===== src/rtl/sparc_ifu_thrsched_pkg.sv =====
// Shared encodings for the IFU thread scheduler: thread FSM states,
// TCR bit positions, scheduler states and a small rotate helper.
package sparc_ifu_thrsched_pkg;

  localparam int NTHR = 4;

  localparam logic [4:0] THRFSM_IDLE     = 5'b00000;
  localparam logic [4:0] THRFSM_HALT     = 5'b00010;
  localparam logic [4:0] THRFSM_WAIT     = 5'b00001;
  localparam logic [4:0] THRFSM_RDY      = 5'b11001;
  localparam logic [4:0] THRFSM_SPEC_RDY = 5'b10011;
  localparam logic [4:0] THRFSM_RUN      = 5'b00101;
  localparam logic [4:0] THRFSM_SPEC_RUN = 5'b00111;

  localparam int TCR_RUN_BIT = 2;
  localparam int TCR_RDY_BIT = 4;

  typedef enum logic {
    SW_IDLE = 1'b0,
    SW_RUN  = 1'b1
  } sched_state_e;

  function automatic logic [3:0] rotl1(input logic [3:0] v);
    return {v[2:0], v[3]};
  endfunction

endpackage


===== src/rtl/sparc_ifu_thrsched_if.sv =====
// Bundle between the scheduler and the thread FSMs / fcl: thread states
// and control in, schedule/switch and fetch ownership out.
interface sparc_ifu_thrsched_if;
  logic [4:0] t0_state;
  logic [4:0] t1_state;
  logic [4:0] t2_state;
  logic [4:0] t3_state;
  logic       stall_d;
  logic       force_sw;
  logic [3:0] schedule;
  logic       switch_out;
  logic [3:0] thr_f;
  logic       multi_run_err;

  modport master (
    output t0_state, t1_state, t2_state, t3_state, stall_d, force_sw,
    input  schedule, switch_out, thr_f, multi_run_err
  );

  modport slave (
    input  t0_state, t1_state, t2_state, t3_state, stall_d, force_sw,
    output schedule, switch_out, thr_f, multi_run_err
  );
endinterface


===== src/rtl/sparc_ifu_thrsched_rrpick.sv =====
// Combinational 4-way rotating priority picker: grants the first request
// at or above the one-hot pointer, wrapping from 3 back to 0.
module sparc_ifu_rrpick (
  input  logic [3:0] req,
  input  logic [3:0] ptr,
  output logic [3:0] gnt,
  output logic       any
);

  always_comb begin
    logic [1:0] base;
    logic [1:0] idx;
    logic       found;
    // NOTE: every variable gets a default before the loops so no latch is inferred.
    base  = '0;
    idx   = '0;
    found = 1'b0;
    gnt   = '0;
    for (int i = 0; i < 4; i++) begin
      if (ptr[i]) base = 2'(i);
    end
    for (int k = 0; k < 4; k++) begin
      idx = base + 2'(k);
      if (!found && req[idx]) begin
        gnt[idx] = 1'b1;
        found    = 1'b1;
      end
    end
    any = |req;
  end

endmodule


===== src/rtl/sparc_ifu_thrsched.sv =====
// Per-core thread scheduler: picks the next ready thread round-robin
// (non-speculative first), switches out the running one and tracks fetch ownership.
module sparc_ifu_thrsched
  import sparc_ifu_thrsched_pkg::*;
#(
  parameter int NTHR = 4
) (
  input  logic                  clk,
  input  logic                  rst_l,
  input  logic                  se,
  input  logic                  si,
  output logic                  so,
  sparc_ifu_thrsched_if.slave   bus
);

  logic [4:0]      st [NTHR];
  logic [NTHR-1:0] rdy, srdy, run;
  logic [NTHR-1:0] cand_ns, cand_sp, gnt_ns, gnt_sp, pick;
  logic            any_ns, any_sp, any_cand, cur_run, multi_run;

  sched_state_e    state, nxt_state;
  logic [NTHR-1:0] thr_f, nxt_thr_f;
  logic [NTHR-1:0] rr_ptr, nxt_rr_ptr;
  logic            err, nxt_err;
  logic [NTHR-1:0] sched;
  logic            sw;

  assign st[0] = bus.t0_state;
  assign st[1] = bus.t1_state;
  assign st[2] = bus.t2_state;
  assign st[3] = bus.t3_state;

  always_comb begin
    for (int i = 0; i < NTHR; i++) begin
      rdy[i]  = (st[i] == THRFSM_RDY);
      srdy[i] = (st[i] == THRFSM_SPEC_RDY);
      run[i]  = st[i][TCR_RUN_BIT];
    end
  end

  // The thread already owning fetch is never a candidate.
  assign cand_ns = rdy  & ~thr_f;
  assign cand_sp = srdy & ~thr_f;

  sparc_ifu_rrpick u_pick_ns (.req(cand_ns), .ptr(rr_ptr), .gnt(gnt_ns), .any(any_ns));
  sparc_ifu_rrpick u_pick_sp (.req(cand_sp), .ptr(rr_ptr), .gnt(gnt_sp), .any(any_sp));

  assign pick      = any_ns ? gnt_ns : gnt_sp;
  assign any_cand  = any_ns | any_sp;
  assign cur_run   = |(run & thr_f);
  assign multi_run = (run & (run - 1'b1)) != '0;

  always_comb begin
    nxt_state = state;
    nxt_thr_f = thr_f;
    sched     = '0;
    sw        = 1'b0;
    unique case (state)
      SW_IDLE: begin
        if (!bus.stall_d && any_cand) begin
          sched     = pick;
          nxt_thr_f = pick;
          nxt_state = SW_RUN;
        end
      end
      SW_RUN: begin
        if (!cur_run) begin
          // Owner left RUN by itself: behave as idle, never switch it out.
          if (!any_cand) begin
            nxt_thr_f = '0;
            nxt_state = SW_IDLE;
          end else if (!bus.stall_d) begin
            sched     = pick;
            nxt_thr_f = pick;
          end
        end else if (bus.stall_d) begin
          sched = '0;
        end else if (any_cand) begin
          sw        = 1'b1;
          sched     = pick;
          nxt_thr_f = pick;
        end else if (bus.force_sw) begin
          sw        = 1'b1;
          nxt_thr_f = '0;
          nxt_state = SW_IDLE;
        end
      end
      default: nxt_state = SW_IDLE;
    endcase
  end

  assign bus.schedule   = rst_l ? sched : '0;
  assign bus.switch_out = rst_l & sw;

  assign nxt_rr_ptr = (bus.schedule != '0) ? rotl1(bus.schedule) : rr_ptr;
  assign nxt_err    = err | multi_run;

  // Scan chain order, MSB first out: sched_fsm, thr_f, rr_ptr, multi_run_err.
  localparam int SCAN_W = 2 * NTHR + 2;
  logic [SCAN_W-1:0] scan_q, scan_d;

  assign scan_d = {nxt_state, nxt_thr_f, nxt_rr_ptr, nxt_err};

  always_ff @(posedge clk) begin
    // NOTE: non-blocking assignments keep every flop updating from the same pre-edge values.
    if (se)          scan_q <= {scan_q[SCAN_W-2:0], si};
    else if (!rst_l) scan_q <= {SW_IDLE, {NTHR{1'b0}}, {{(NTHR-1){1'b0}}, 1'b1}, 1'b0};
    else             scan_q <= scan_d;
  end

  assign state  = sched_state_e'(scan_q[SCAN_W-1]);
  assign thr_f  = scan_q[SCAN_W-2 -: NTHR];
  assign rr_ptr = scan_q[NTHR : 1];
  assign err    = scan_q[0];
  assign so     = scan_q[SCAN_W-1];

  assign bus.thr_f         = thr_f;
  assign bus.multi_run_err = err;

endmodule


===== src/flat_wrapper.sv =====
// flat-port wrapper written by rule: the top's interface ports become plain ports
module sparc_ifu_thrsched_flat import sparc_ifu_thrsched_pkg::*;
#(
  parameter int NTHR = 4
)
  (clk, rst_l, se, si, so, bus_t0_state, bus_t1_state, bus_t2_state, bus_t3_state, bus_stall_d, bus_force_sw, bus_schedule, bus_switch_out, bus_thr_f, bus_multi_run_err);
  sparc_ifu_thrsched_if bus_i ();
  input  logic clk;
  input  logic rst_l;
  input  logic se;
  input  logic si;
  output logic so;
  input wire logic [$bits(bus_i.t0_state)-1:0] bus_t0_state;
  input wire logic [$bits(bus_i.t1_state)-1:0] bus_t1_state;
  input wire logic [$bits(bus_i.t2_state)-1:0] bus_t2_state;
  input wire logic [$bits(bus_i.t3_state)-1:0] bus_t3_state;
  input wire logic [$bits(bus_i.stall_d)-1:0] bus_stall_d;
  input wire logic [$bits(bus_i.force_sw)-1:0] bus_force_sw;
  output wire logic [$bits(bus_i.schedule)-1:0] bus_schedule;
  output wire logic [$bits(bus_i.switch_out)-1:0] bus_switch_out;
  output wire logic [$bits(bus_i.thr_f)-1:0] bus_thr_f;
  output wire logic [$bits(bus_i.multi_run_err)-1:0] bus_multi_run_err;
  assign bus_i.t0_state = bus_t0_state;
  assign bus_i.t1_state = bus_t1_state;
  assign bus_i.t2_state = bus_t2_state;
  assign bus_i.t3_state = bus_t3_state;
  assign bus_i.stall_d = bus_stall_d;
  assign bus_i.force_sw = bus_force_sw;
  assign bus_schedule = bus_i.schedule;
  assign bus_switch_out = bus_i.switch_out;
  assign bus_thr_f = bus_i.thr_f;
  assign bus_multi_run_err = bus_i.multi_run_err;
  sparc_ifu_thrsched #(.NTHR(NTHR)) u_core (.clk(clk), .rst_l(rst_l), .se(se), .si(si), .so(so), .bus(bus_i));
endmodule

===== config.mk =====
export PLATFORM = sky130hd
export DESIGN_NAME = sparc_ifu_thrsched_flat
export DESIGN_NICKNAME = d
export VERILOG_FILES = /design/src/rtl/sparc_ifu_thrsched_pkg.sv /design/src/rtl/sparc_ifu_thrsched_if.sv /design/src/rtl/sparc_ifu_thrsched_rrpick.sv /design/src/rtl/sparc_ifu_thrsched.sv /design/src/flat_wrapper.sv
export SDC_FILE = /design/constraint.sdc
export NUM_CORES = 1
export LEC_CHECK = 0
export CAP_MARGIN = 15
export CORE_UTILIZATION = 51
export CTS_CLUSTER_DIAMETER = 40
export DETAILED_ROUTE_END_ITERATION = 8
export MAX_ROUTING_LAYER = met4
export PLACE_DENSITY = 0.77
export SYNTH_ARGS = -nofsm -noshare
export SYNTH_HDL_FRONTEND = slang
export SYNTH_SLANG_ARGS = --single-unit

===== constraint.sdc =====
create_clock -name clk -period 5.3 [get_ports clk]
set_clock_uncertainty 0.2 [all_clocks]
set_input_delay 1.06 -clock clk [delete_from_list [all_inputs] [get_ports clk]]
set_output_delay 1.06 -clock clk [all_outputs]
set_load 0.03 [all_outputs]

After elaboration in Yosys (flattened, before gate mapping) --
Index checks and enable logic that the tools add are counted.
Word-level totals: bits in registers 10, bits in latches 0, memory bits (writable) 0, ROM bits 0, output and inout bits 11, logic and storage cells 140, memories 0
Operators by class: $add $sub $neg 4, multipliers 0, divide/modulo/power cells 0, $lt $le $gt $ge 8, eq/ne operators 13, shift-type cells 0, muxes and demuxes 73, bitwise operators 15, reductions and logical operators 24
Operator list (count):
- two-way mux 4 bit | 24
- equality test 5 bit, second input constant | 8
- two-way mux 1 bit | 30
- OR 4 bit | 6
- two-way mux 10 bit | 2
- AND 4 bit | 4
- binary-select mux 1 bit (select 2 bit) | 8
- one-hot mux 4 bit (2 select lines) | 2
- < comparator 2 x 3 -> 1 bit, second input constant | 4
- OR reduction 4 bit | 3
- logical AND 1 bit | 11
- != test 5 bit, second input constant | 2
- demux 1 bit (select 2 bit) | 4
- >= comparator 2 x 1 -> 1 bit, second input constant | 4
- nonzero test 4 bit | 2
- zero test 1 bit | 7
- != test 6 x 5 -> 1 bit, second input constant | 1
- adder 2 bit, second input constant | 2
- two-way mux 2 bit | 2
- != test 4 x 3 -> 1 bit, second input constant | 1
- NOT 4 bit | 1
- AND reduction 4 bit | 1
- subtractor 4 x 1 -> 4 bit, second input constant | 1
- != test 3 x 1 -> 1 bit, second input constant | 1
- 5 further kinds | 6

Longest topological paths before layout --
Gate-level depths: netlist (run 1).
depth in word-level cells 25, mapped depth 11, mapped depth without buffers 10

Cells and area by module --
From an unflattened synthesis (run 1), not the netlist that was laid out.
Unflattened totals: cell total of the unflattened synthesis 226, area total of the unflattened synthesis 1843.0 um2
By module, submodules not included:
- sparc_ifu_thrsched | instances 1, cells each 91, area each 805.8 um2
- sparc_ifu_rrpick (u_core.u_pick_ns) | instances 1, cells each 81, area each 539.3 um2
- sparc_ifu_rrpick (u_core.u_pick_sp) | instances 1, cells each 54, area each 498.0 um2

Least setup slack after synthesis (run 1) --
Ideal clock, no wire load.
path type input -> output, start point in bus_t3_state[2], end point out bus_switch_out, arrival time 3.543 ns, slack 0.497 ns, cell stages on the path 5, buffers on the path 0, path through nand4bb_4 > nor3b_1 > nor3_2 > nor4b_4 > a2111oi_0
On the way: cells in the longest elaborated chain, start to end 9, elaborated cells on any way between the ends 14
RTL lines:
- from (decl) | RTL line flat_wrapper.sv:16 | input wire logic [$bits(bus_i.t3_state)-1:0] bus_t3_state;
- equality test 5 bit, on equally long branches | RTL line sparc_ifu_thrsched.sv:35, sparc_ifu_thrsched.sv:36
- AND 4 bit, on equally long branches | RTL line sparc_ifu_thrsched.sv:42, sparc_ifu_thrsched.sv:43
- OR reduction 4 bit | RTL line sparc_ifu_thrsched_rrpick.sv:29 | any = |req;
- OR 1 bit | RTL line sparc_ifu_thrsched.sv:49 | assign any_cand = any_ns | any_sp;
- two-way mux 1 bit | RTL line sparc_ifu_thrsched.sv:78 | end else if (any_cand) begin
- two-way mux 1 bit | RTL line sparc_ifu_thrsched.sv:76 | end else if (bus.stall_d) begin
- two-way mux 1 bit (*) | RTL line sparc_ifu_thrsched.sv:67 | if (!cur_run) begin
- two-way mux 1 bit (*) | RTL line sparc_ifu_thrsched.sv:58 | unique case (state)
- AND 1 bit (*) | RTL line sparc_ifu_thrsched.sv:93 | assign bus.switch_out = rst_l & sw;
- to (decl) | RTL line flat_wrapper.sv:20 | output wire logic [$bits(bus_i.switch_out)-1:0] bus_switch_out;
Every way passes the cells marked *; elsewhere a longest branch is shown, timed or not.

Final worst setup path (run 1) --
start point in bus_t3_state[2], end point out bus_schedule[0]
On the way: cells in the longest elaborated chain, start to end 20, elaborated cells on any way between the ends 67
RTL lines:
- equality test 5 bit, on equally long branches | RTL line sparc_ifu_thrsched.sv:36, sparc_ifu_thrsched.sv:35
- AND 4 bit, on equally long branches | RTL line sparc_ifu_thrsched.sv:43, sparc_ifu_thrsched.sv:42
- binary-select mux 1 bit (select 2 bit) | RTL line sparc_ifu_thrsched_rrpick.sv:24 | if (!found && req[idx]) begin
- two-way mux 1 bit (implied by the code) | RTL line sparc_ifu_thrsched_rrpick.sv:24
- two-way mux 1 bit | RTL line sparc_ifu_thrsched_rrpick.sv:24
- zero test 1 bit | RTL line sparc_ifu_thrsched_rrpick.sv:24
- logical AND 1 bit | RTL line sparc_ifu_thrsched_rrpick.sv:24
- two-way mux 1 bit | RTL line sparc_ifu_thrsched_rrpick.sv:24
- [... 4 more ...]
- logical AND 1 bit | RTL line sparc_ifu_thrsched_rrpick.sv:24
- two-way mux 4 bit | RTL line sparc_ifu_thrsched_rrpick.sv:24
- two-way mux 4 bit | RTL line sparc_ifu_thrsched.sv:48 | assign pick = any_ns ? gnt_ns : gnt_sp;
- two-way mux 4 bit, on equally long branches | RTL line sparc_ifu_thrsched.sv:72, sparc_ifu_thrsched.sv:78
- two-way mux 4 bit, on equally long branches | RTL line sparc_ifu_thrsched.sv:69, sparc_ifu_thrsched.sv:76
- two-way mux 4 bit | RTL line sparc_ifu_thrsched.sv:67
- one-hot mux 4 bit (2 select lines) (*) | RTL line sparc_ifu_thrsched.sv:58
- two-way mux 4 bit (*) | RTL line sparc_ifu_thrsched.sv:92 | assign bus.schedule = rst_l ? sched : '0;
- to (decl) | RTL line flat_wrapper.sv:19 | output wire logic [$bits(bus_i.schedule)-1:0] bus_schedule;
Every way passes the cells marked *; elsewhere a longest branch is shown, timed or not. The select of a mux whose other input is x is not followed.

==> results.json, run 1 <==
{
  "antenna_found_initial": 0,
  "cts_tree": "yes",
  "critical_path_class": "in2out",
  "cts-root-buf": "clkbuf_4",
  "grt_pass1_wl_um": 8093,
  "die_h_um": 58.54,
  "mostFrequentLayoutCells": "clkdlybuf4s50_1 (32), nand2_1 (20), nor2_1 (15)",
  "drv_cap": 0,
  "end_kind": "primary output",
  "cts_resized": 0,
  "io_pins": 37,
  "reg_top3": "u_core.scan_q: 10 flops",
  "whs_ps": 357.5,
  "hp-class": "reg2reg",
  "outcome": "finished clean",
  "clock.fmax_ghz": 0.1968,
  "coreArea_sq_um": 3053,
  "grt_remaining_overflow": 0,
  "rrSetupSlack_ps": 1110,
  "syn_nets": 225,
  "cts_hold_buf": 0,
  "avgViaCountPerCell": 6.553,
  "wl_per_cell_um": 17.85,
  "floorplan.initialDensity_pct": 53.40,
  "timing.final.max_slew_violations": 0,
  "rows": 20,
  "grt_pass1_vias": 1706,
  "totalWireLength_um": 4908,
  "final_common_cell": "clkdlybuf4s50_1",
  "cts.clk_slew.worst_paths_ps": 60,
  "tritoncts.num_buffers": 3,
  "worstMarginPinSlew_ps": 558.8,
  "insertion_delay_ps": 270,
  "clock_sinks": 10,
  "vias": 1802,
  "drive_above_1_share_pct": 18.18,
  "drc": 0,
  "avgSynthCellArea_sq_um": 8.536,
  "period_needed_ps": 5082,
  "num_antenna_cells": 0,
  "crit_chain": "clkdlybuf4s50_1 -> and4bb_1 -> nand3b_1 -> o21ai_0 -> or2_2 -> nor3b_1 -> a221oi_1 -> nor3_1 -> buf_4",
  "gp_congestion": 0.9941,
  "slowest_delay_ps": 550,
  "synth_edf_count": 8,
  "area_delta_synth_final_pct": 28.32,
  "period_share_pct": 95.88,
  "irDropWorstVdd_mv": 0.1375,
  "ys_seq_area_share_pct": 17.19,
  "synth-main-ff-cell": "edfxtp_1",
  "hold_viol": 0,
  "power_density_nw_per_um2": 178.1,
  "htreeDepth": 1,
  "dp_cells": 271,
  "ys_warn_count": 0,
  "grt_use_total_pct": 31.10,
  "cts.path.max_buffers": 2,
  "cp.arrival_ps": 3820,
  "setup_violations": 0,
  "dieArea_sq_um": 3427,
  "cts_setup_buffers": 0,
  "hpwl_um": 3907,
  "synth_area_sq_um": 1630,
  "rsz0062_at_grt": "yes",
  "slowest_stage": "clkdlybuf4s50_1",
  "fin_cells": 275,
  "finalNetCount": 266,
  "die_width_um": 58.54,
  "ys_async_sr_fraction_pct": 0,
  "start_kind": "input pin",
  "regMostFlops": "u_core.scan_q",
  "synth_cells": 191,
  "p_leak_uw": 0.0007881,
  "slew_headroom_pct": 62.75,
  "grt_start_max_net_pins": 10,
  "ys_types": 71,
  "synth_seq_cells": 10,
  "required_ps": 4040,
  "cp_max_fo": 6,
  "drt_iter0_drc": 140,
  "port_buffers": 36,
  "largest_register_ffs": 10,
  "antenna_left": 0,
  "power_uw": 372.5,
  "dr.pass1.iters": 5
}
-- cells in the mapped netlist, types with 3 or more instances --
| library cell | instances | area [sq um] |
|---|---|---|
| nor3_1 | 8 | 40.04 |
| mux2_2 | 3 | 33.78 |
| ha_1 | 8 | 100.1 |
| a221o_1 | 4 | 40.04 |
| a21oi_1 | 6 | 30.03 |
| edfxtp_1 | 8 | 240.2 |
| a211oi_1 | 3 | 22.52 |
| nand2_1 | 20 | 75.07 |
| o21ai_0 | 13 | 65.06 |
| nand3b_1 | 5 | 37.54 |
| nor2b_1 | 5 | 31.28 |
| and4bb_2 | 3 | 37.54 |
| nor2_1 | 15 | 56.30 |
| o22ai_1 | 5 | 31.28 |
| inv_1 | 12 | 45.04 |
| buf_4 | 4 | 30.03 |
| nor3b_1 | 3 | 22.52 |
-- final cells by class --
| class | count | area, sq um |
|---|---|---|
| timing repair buffer | 43 | 407.9 |
| inverter | 12 | 45.04 |
| clock buffer | 4 | 36.28 |
| tap | 44 | 55.05 |
| sequential | 10 | 280.3 |
| fill | 254 | 960.9 |
| multi-input combinational | 162 | 1267 |
-- metrics by stage --
step           setup WS (ps)  util (%)  TNS [ps]  area [sq um]
5_1_grt               -24.77     68.52    -49.24          2092
4_1_cts                107.9     68.03         0          2077
6_report               218.5     68.52         0          2092
3_5_place_dp           127.1     66.84         0          2041
2_1_floorplan          497.0         -         0          1630
3_3_place_gp           210.3     66.84         0          2041
-- final timing paths --
check,startpoint,to,cells past startpoint
max,bus_t3_state[2],bus_schedule[0],9
min,u_core.scan_q[1]$_DFFE_PP_,u_core.scan_q[2]$_DFFE_PP_,1
max reg2reg,u_core.scan_q[3]$_DFFE_PP_,u_core.scan_q[2]$_DFFE_PP_,11
min reg2reg,u_core.scan_q[1]$_DFFE_PP_,u_core.scan_q[2]$_DFFE_PP_,1
-- critical path: cells and delay by family --
family	cells	cell delay [ps]
AO/OA/AOI/OAI	2	370
AND/OR/NAND/NOR	5	1600
buffers and inverters	2	780
-- power breakdown --
group / internal [uW] / switching, uW / leakage, uW
Combinational: 88.7 / 108 / 0.000663
Sequential: 95.8 / 10.9 / 0.000104
Clock: 41.8 / 27.3 / 0.0000210
-- routing by layer --
metal	vias up	track usage (%)	part of all wire [%]
met5	-	-	0
met4	0	9.864	2.9
met3	18	3.077	6.4
met2	104	54.52	50
met1	856	37.55	41
li1	824	-	-
-- logic make-up (layout without fill, tap and decap cells) --
| group | Yosys count | after routing | share of synthesized area [%] |
|---|---|---|---|
| AO/OA/AOI/OAI | 61 | 61 | 28.94 |
| multiplexers | 5 | 5 | 4.067 |
| buffers and inverters | 19 | 59 | 5.832 |
| adder cells (fa/ha/maj) | 9 | 9 | 6.754 |
| flip-flops | 10 | 10 | 17.19 |
| AND/OR/NAND/NOR | 87 | 87 | 37.22 |
Power figures use the tool's default switching activity.
==> run 2: changes to the inputs <==
--- a/config.mk
+++ b/config.mk
@@ -8,7 +8,9 @@
 export CAP_MARGIN = 15
 export CORE_UTILIZATION = 51
 export CTS_CLUSTER_DIAMETER = 40
+export CTS_CLUSTER_SIZE = 20
 export DETAILED_ROUTE_END_ITERATION = 8
+export HOLD_SLACK_MARGIN = 0.05
 export MAX_ROUTING_LAYER = met4
 export PLACE_DENSITY = 0.77
 export SYNTH_ARGS = -nofsm -noshare
==> results of run 2 <==
The final DEF is identical to that of run 1; final timing and power are the same.
==> run 3: changes to the inputs <==
--- a/config.mk
+++ b/config.mk
@@ -13,6 +13,7 @@
 export HOLD_SLACK_MARGIN = 0.05
 export MAX_ROUTING_LAYER = met4
 export PLACE_DENSITY = 0.77
+export SKIP_LAST_GASP = 1
 export SYNTH_ARGS = -nofsm -noshare
 export SYNTH_HDL_FRONTEND = slang
 export SYNTH_SLANG_ARGS = --single-unit
==> results of run 3 <==
The final DEF is identical to that of run 1; final timing and power are the same.
